==> src/rtl/clk_div_ctrl_pkg.sv <==
// rtl/clk_div_ctrl_pkg.sv - shared types and helpers for the clock-divide controller
package clk_div_ctrl_pkg;

    typedef enum logic [1:0] {
        IDLE = 2'd0,
        RUN  = 2'd1,
        PEND = 2'd2,
        STOP = 2'd3
    } div_state_t;

    // A half-period of zero has no meaning; treat it as the fastest legal rate.
    function automatic logic [31:0] clamp_div(input logic [31:0] v);
        return (v == 32'd0) ? 32'd1 : v;
    endfunction

endpackage

==> src/rtl/clk_div_ctrl_if.sv <==
// rtl/clk_div_ctrl_if.sv - control, config handshake and divided-output bundle
interface clk_div_ctrl_if #(
    parameter int WIDTH = 4
);
    logic             start;
    logic             stop;
    logic             cfg_valid;
    logic [WIDTH-1:0] cfg_div;
    logic             cfg_ready;
    logic             div_out;
    logic             tick;
    logic             running;
    logic [WIDTH-1:0] cur_div;

    modport master (
        output start, stop, cfg_valid, cfg_div,
        input  cfg_ready, div_out, tick, running, cur_div
    );

    modport slave (
        input  start, stop, cfg_valid, cfg_div,
        output cfg_ready, div_out, tick, running, cur_div
    );
endinterface

==> src/rtl/clk_div_ctrl_phase_core.sv <==
// rtl/clk_div_ctrl_phase_core.sv - phase counter producing the divided level and toggle tick
module div_phase_core #(
    parameter int WIDTH = 4
) (
    input  logic             clk,
    input  logic             rst,
    input  logic             en,
    input  logic             load_n,
    input  logic [WIDTH-1:0] n,
    output logic             div_out,
    output logic             tick,
    output logic             wrap_next
);
    logic [WIDTH-1:0] cnt;

    // Compare one bit wider so cnt+1 can never alias back onto a small n.
    assign wrap_next = (({1'b0, cnt} + (WIDTH+1)'(1)) == {1'b0, n});

    // Count through one phase; toggle and pulse tick on the last cycle of it.
    always_ff @(posedge clk or posedge rst) begin
        if (rst) begin
            cnt     <= '0;
            div_out <= 1'b0;
            tick    <= 1'b0;
        end else if (!en) begin
            cnt     <= '0;
            div_out <= 1'b0;
            tick    <= 1'b0;
        end else if (wrap_next) begin
            cnt     <= '0;
            div_out <= ~div_out;
            tick    <= 1'b1;
        end else begin
            tick    <= 1'b0;
            cnt     <= load_n ? '0 : cnt + WIDTH'(1);
        end
    end
endmodule

==> src/rtl/clk_div_ctrl.sv <==
// rtl/clk_div_ctrl.sv - start/stop FSM and boundary-safe half-period update for the divider
module clk_div_ctrl
    import clk_div_ctrl_pkg::*;
#(
    parameter int WIDTH = 4,
    parameter int DEF_N = 5
) (
    input  logic          clk,
    input  logic          rst,
    clk_div_ctrl_if.slave bus
);
    localparam logic [1:0] S_IDLE = IDLE;
    localparam logic [1:0] S_RUN  = RUN;
    localparam logic [1:0] S_PEND = PEND;
    localparam logic [1:0] S_STOP = STOP;

    logic [1:0]       state, state_nx;
    logic [WIDTH-1:0] cur_div, cur_nx;
    logic [WIDTH-1:0] pend_div, pend_nx;
    logic             pend_flag, pflag_nx;
    logic             cfg_ready_r, running_r;
    logic             core_en, core_load;
    logic             core_div, core_tick, wrap_next;
    logic             cfg_fire;
    logic [WIDTH-1:0] cfg_clamped;

    assign cfg_fire    = bus.cfg_valid && cfg_ready_r;
    assign cfg_clamped = WIDTH'(clamp_div(32'(bus.cfg_div)));

    div_phase_core #(.WIDTH(WIDTH)) u_core (
        .clk       (clk),
        .rst       (rst),
        .en        (core_en),
        .load_n    (core_load),
        .n         (cur_div),
        .div_out   (core_div),
        .tick      (core_tick),
        .wrap_next (wrap_next)
    );

    // Next-state, counter enable and half-period bookkeeping.
    always_comb begin
        state_nx  = state;
        cur_nx    = cur_div;
        pend_nx   = pend_div;
        pflag_nx  = pend_flag;
        core_en   = (state != S_IDLE);
        core_load = 1'b0;
        case (state)
            S_IDLE: begin
                if (cfg_fire)
                    cur_nx = cfg_clamped;
                if (bus.start && !bus.stop)
                    state_nx = S_RUN;
            end
            S_RUN, S_PEND: begin
                if (state == S_RUN && cfg_fire) begin
                    pend_nx  = cfg_clamped;
                    pflag_nx = 1'b1;
                end
                if (bus.stop) begin
                    // Low level: quit now without a tick. High level ending this
                    // edge: the fall is the last toggle. Otherwise finish the phase.
                    if (!core_div) begin
                        core_en  = 1'b0;
                        state_nx = S_IDLE;
                    end else if (wrap_next) begin
                        state_nx = S_IDLE;
                    end else begin
                        state_nx = S_STOP;
                    end
                end else if (state == S_RUN) begin
                    if (cfg_fire)
                        state_nx = S_PEND;
                end else if (wrap_next) begin
                    cur_nx    = pend_div;
                    pflag_nx  = 1'b0;
                    core_load = 1'b1;
                    state_nx  = S_RUN;
                end
            end
            S_STOP: begin
                if (wrap_next)
                    state_nx = S_IDLE;
            end
            default: state_nx = S_IDLE;
        endcase
        // Any value still pending takes effect on the edge that reaches IDLE.
        if (state != S_IDLE && state_nx == S_IDLE && pflag_nx) begin
            cur_nx   = pend_nx;
            pflag_nx = 1'b0;
        end
    end

    // Controller registers, including the registered handshake and status outputs.
    always_ff @(posedge clk or posedge rst) begin
        if (rst) begin
            state       <= S_IDLE;
            cur_div     <= WIDTH'(DEF_N);
            pend_div    <= '0;
            pend_flag   <= 1'b0;
            cfg_ready_r <= 1'b1;
            running_r   <= 1'b0;
        end else begin
            state       <= state_nx;
            cur_div     <= cur_nx;
            pend_div    <= pend_nx;
            pend_flag   <= pflag_nx;
            cfg_ready_r <= (state_nx == S_IDLE) || (state_nx == S_RUN);
            running_r   <= (state_nx != S_IDLE);
        end
    end

    assign bus.cfg_ready = cfg_ready_r;
    assign bus.running   = running_r;
    assign bus.cur_div   = cur_div;
    assign bus.div_out   = core_div;
    assign bus.tick      = core_tick;
endmodule

==> src/flat_wrapper.sv <==
// flat-port wrapper written by rule: the top's interface ports become plain ports
module clk_div_ctrl_flat import clk_div_ctrl_pkg::*;
#(
    parameter int WIDTH = 4,
    parameter int DEF_N = 5
)
  (clk, rst, bus_start, bus_stop, bus_cfg_valid, bus_cfg_div, bus_cfg_ready, bus_div_out, bus_tick, bus_running, bus_cur_div);
  clk_div_ctrl_if #(.WIDTH(WIDTH)) bus_i ();
  input  logic clk;
  input  logic rst;
  input wire logic [$bits(bus_i.start)-1:0] bus_start;
  input wire logic [$bits(bus_i.stop)-1:0] bus_stop;
  input wire logic [$bits(bus_i.cfg_valid)-1:0] bus_cfg_valid;
  input wire logic [$bits(bus_i.cfg_div)-1:0] bus_cfg_div;
  output wire logic [$bits(bus_i.cfg_ready)-1:0] bus_cfg_ready;
  output wire logic [$bits(bus_i.div_out)-1:0] bus_div_out;
  output wire logic [$bits(bus_i.tick)-1:0] bus_tick;
  output wire logic [$bits(bus_i.running)-1:0] bus_running;
  output wire logic [$bits(bus_i.cur_div)-1:0] bus_cur_div;
  assign bus_i.start = bus_start;
  assign bus_i.stop = bus_stop;
  assign bus_i.cfg_valid = bus_cfg_valid;
  assign bus_i.cfg_div = bus_cfg_div;
  assign bus_cfg_ready = bus_i.cfg_ready;
  assign bus_div_out = bus_i.div_out;
  assign bus_tick = bus_i.tick;
  assign bus_running = bus_i.running;
  assign bus_cur_div = bus_i.cur_div;
  clk_div_ctrl #(.WIDTH(WIDTH), .DEF_N(DEF_N)) u_core (.clk(clk), .rst(rst), .bus(bus_i));
endmodule
==> config.mk <==
export PLATFORM = sky130hd
export DESIGN_NAME = clk_div_ctrl_flat
export DESIGN_NICKNAME = d
export VERILOG_FILES = /design/src/rtl/clk_div_ctrl_pkg.sv /design/src/rtl/clk_div_ctrl_if.sv /design/src/rtl/clk_div_ctrl_phase_core.sv /design/src/rtl/clk_div_ctrl.sv /design/src/flat_wrapper.sv
export SDC_FILE = /design/constraint.sdc
export NUM_CORES = 1
export LEC_CHECK = 0
export CAP_MARGIN = 10
export CORE_UTILIZATION = 30
export CTS_BUF_LIST = sky130_fd_sc_hd__clkbuf_4
export DETAILED_ROUTE_END_ITERATION = 6
export PLACE_DENSITY_LB_ADDON = 0.1
export RECOVER_POWER = 25
export SYNTH_ARGS = -nofsm -noshare
export SYNTH_HDL_FRONTEND = slang
export SYNTH_SLANG_ARGS = --single-unit
==> constraint.sdc <==
create_clock -name clk -period 2.95 [get_ports clk]
set_input_delay 0.59 -clock clk [delete_from_list [all_inputs] [get_ports clk]]
set_output_delay 0.59 -clock clk [all_outputs]
set_load 0.05 [all_outputs]
==> metrics.md <==
| Metric | Value |
|---|---|
| Result of the run | `completed` |
| CP max stage delay | `0.45 ns` |
| Category of cells accounting for the largest share of critical-path delay | `compound AO/OA/AOI/OAI gates` |
| P_leak | `0.624 nW` |
| Startpoint types | `register` |
| Area of the die | `0.00443 mm2` |
| Total design power | `1.92 mW` |
| Bufs and invs on worst path | `1` |
| Setup_tns | `0 ns` |
| Vias in the first global route | `1016` |
| Endpoint type of the worst setup path | `register` |
| Crit Path Class | `register to register` |
| Cell type of the slowest stage on the worst timing path | `dfrtp_1` |
| RSZ-0062 raised after global routing | `no` |
| Cell area after layout | `0.00150 mm2` |
| Cells after Synth | `130` |
| Share of layout cells above drive strength 1 | `10.8%` |
| Total wirelength of the detailed-routed design | `2860 um` |
| Largest fanout on the critical path | `7` |
| Compound-Gate Fraction of Synth Area | `22.0%` |
| Power per cell area | `1280 mW/mm2` |
| Worst rel slew slack | `50.3%` |
| Grt total ovfl | `0` |
| Fmax | `411 MHz` |
| TritonCTS clock tree | `yes` |
| Post-detailed-placement cell area | `0.00147 mm2` |
| Transition time at the pin with the least slew margin | `0.745 ns` |
| Buffers on Ports | `16` |
| Maximum number of pins on one net before global-route repair | `20` |
| Mux cell area share after synthesis | `5.11%` |
| Y dimension of the die | `66.6 um` |
| Starting DRC count in detailed routing | `67` |
| Clock transition at path regs | `0.10 ns` |
| Post-Syn Nets | `144` |
| Die Wd | `66.6 um` |
| Antenna violations before repair | `0` |
| Routability cong. | `0.777` |
| Most common cell after layout, fill and taps aside | `dfrtp_1` |
| Register bit total from synthesis | `19` |
| Clock sink total | `19` |
| Most frequent cells in the layout | `dfrtp_1, clkdlybuf4s50_1, nand2_1` |
| XOR/XNOR Fraction of Synth Area | `4.80%` |
| Worst hold margin | `0.514 ns` |
| Via density per instance | `5.31` |
| Number of synthesized flops with an enable pin | `0` |
| Min setup slack post-route | `0.517 ns` |
| H-tree levels | `1` |
| Async SR Flop Fraction | `100%` |
| Ys flop type | `dfrtp_1` |
| CP Data Required Time | `3.14 ns` |
| Wire per inst | `14.4 um` |
| Post-CTS sizing | `0` |
| Setup-violating endpoint count in the final report | `0` |
| Share of the yosys chip area belonging to registers | `38.3%` |
| Largest family of logic cells by synthesized area | `simple AND/OR/NAND/NOR gates` |
| Sequential cell area in the final layout | `479 um2` |
| HPWL after detailed placement | `2180 um` |
| Average size of a mapped cell | `9.61 um2` |
| Number of cells on the worst reg-to-reg path | `8` |
| Max Root-Sink Buffers | `2` |
| Maximum clock skew at final layout | `0.00236 ns` |
| Crit path arrival time | `2.62 ns` |
| Number of rows created at floorplan | `23` |
| Synth warn | `0` |
| Number of endpoints with negative hold slack in the final report | `0` |
| Worst-path cell chain | `inv_1 -> ha_1 -> and2b_1 -> o21ai_0 -> and3_1 -> o22ai_1 -> nor3_1 -> a221o_1` |
| Wire length of the first global-routing pass | `4820 um` |
| Root buffer selected by CTS | `clkbuf_4` |
| Tmin final | `2.43 ns` |
| Largest vdd supply drop | `0.000471 V` |
| Number of antenna-violating nets in the routed design | `0` |
| Clk_lat worst skew | `0.29 ns` |
| Tot GR Track Use | `14.6%` |
| Area overhead of the layout relative to synthesis | `19.9%` |
| Final number of max-transition violations | `0` |
| Detailed-route DRC error count | `0` |
| Top Ports | `17` |
| Arithmetic-cell share of the synthesized area counting full adders, half adders and majority gates | `5.01%` |
| Share of synthesized cell area in and, or, nand and nor gates | `22.0%` |
| Post-CTS repair timing setup buffer count | `0` |
| Count of cell types in the netlist | `42` |
| Multi-input gate area | `737 um2` |
| Number of cells on the critical path | `8` |
| Cell count of the worst hold path | `2` |
| Via count | `1051` |
| Hold bufs inserted after CTS | `0` |
| Fill cell count | `406` |
| Antenna cell count | `0` |
| Nets | `163` |
| Share of the cycle needed by the critical path after routing | `82.5%` |
| Mapped cell area | `0.00125 mm2` |
| Total clock buffers created by CTS | `3` |
| Maxcap violations | `0` |
| Starting Density | `31.2%` |
| Class of the most critical hold timing path | `register to register` |
| Floorplan Core Area | `0.00400 mm2` |
| Pre-CTS WS | `0.252 ns` |
| Number of detailed-route iterations in the first pass | `6` |
## per-layer routing
| layer | routed length [um] | up-vias | part of all wire [%] | track usage (%) |
|---|---|---|---|---|
| li1 | - | 521 | - | - |
| met2 | 1330 | 20 | 47 | 23.0 |
| met1 | 1400 | 508 | 49 | 19.4 |
| met3 | 104 | 2 | 3.6 | 4.28 |
| met4 | 21 | 0 | 0.73 | 3.99 |
| met5 | 0 | - | 0 | 0 |
## area by class of cell
class	count	share of cell area, %
multi-input combinational	102	49.2
sequential	19	32.0
timing repair buffer	17	11.2
tap	50	4.17
clock buffer	4	2.00
inverter	6	1.50
## per-stage QoR
step | std cells | utilization [%]
6_report | 198 | 37.5
5_1_grt | 198 | 37.5
4_1_cts | 198 | 37.5
3_5_place_dp | 194 | 36.7
3_3_place_gp | 194 | 36.7
2_1_floorplan | 130 | -
## Yosys cell counts (all sizes together), types with 2 or more instances
cell type,n,share of area (%)
a2111oi,3,2.1
a21boi,3,1.8
a21oi,5,2.0
a221o,4,3.2
and2b,2,1.3
and3,4,2.0
clkbuf,2,0.60
dfrtp,16,32
dfstp,3,6.3
ha,5,5.0
inv,6,1.8
mux2,3,2.7
mux2i,3,2.4
nand2,14,4.2
nand3,3,1.2
nor2,9,2.7
nor2b,2,1.0
nor3,7,3.7
nor3b,5,3.0
o211ai,4,2.4
o21ai,3,1.2
o32a,3,2.4
xnor2,4,3.4
xor2,2,1.4
## worst reg2reg max path: stages (launching register included)
cell	delay, ns
dfrtp_1	0.45
inv_1	0.10
ha_1	0.36
and2b_1	0.20
o21ai_0	0.10
and3_1	0.19
o22ai_1	0.42
nor3_1	0.18
a221o_1	0.35
## logic make-up after synthesis
| logic type | count (synthesis) |
|---|---|
| buf+inv | 9 |
| xor+xnor | 6 |
| fa+ha+maj | 5 |
| compound gates | 34 |
| mux | 6 |
| flops | 19 |
| simple gates | 51 |
## worst paths after layout
path	from	slack (ns)	to
setup / recovery	u_core.state[1]$_DFF_PP0_	0.52	u_core.bus.cur_div[1]$_DFFE_PP0P_
hold / removal	u_core.pend_div[0]$_DFF_PP0_	0.51	u_core.pend_div[0]$_DFF_PP0_
setup reg to reg	u_core.state[1]$_DFF_PP0_	0.52	u_core.bus.cur_div[1]$_DFFE_PP0P_
hold reg to reg	u_core.pend_div[0]$_DFF_PP0_	0.51	u_core.pend_div[0]$_DFF_PP0_
max in group asynchronous	rst	1.63	u_core.pend_flag$_DFF_PP0_
min in group asynchronous	rst	0.85	u_core.u_core.cnt[0]$_DFF_PP0_
## state kept, by name (all words and copies together), names as in the netlist
register               cells
u_core.bus.running         1
u_core.pend_div            4
u_core.state               2
u_core.bus.cfg_ready       1
u_core.pend_flag           1
u_core.bus.cur_div         4
u_core.u_core.tick         1
u_core.u_core.div_out      1
u_core.u_core.cnt          4
## where the power goes
group / leakage [nW] / switching, mW / internal, mW
registers: 0.236 / 0.0977 / 0.392
clock network: 0.0184 / 0.0771 / 0.0617
logic: 0.369 / 0.772 / 0.522
total: 0.624 / 0.947 / 0.976
(Power assumes the default switching activity.)
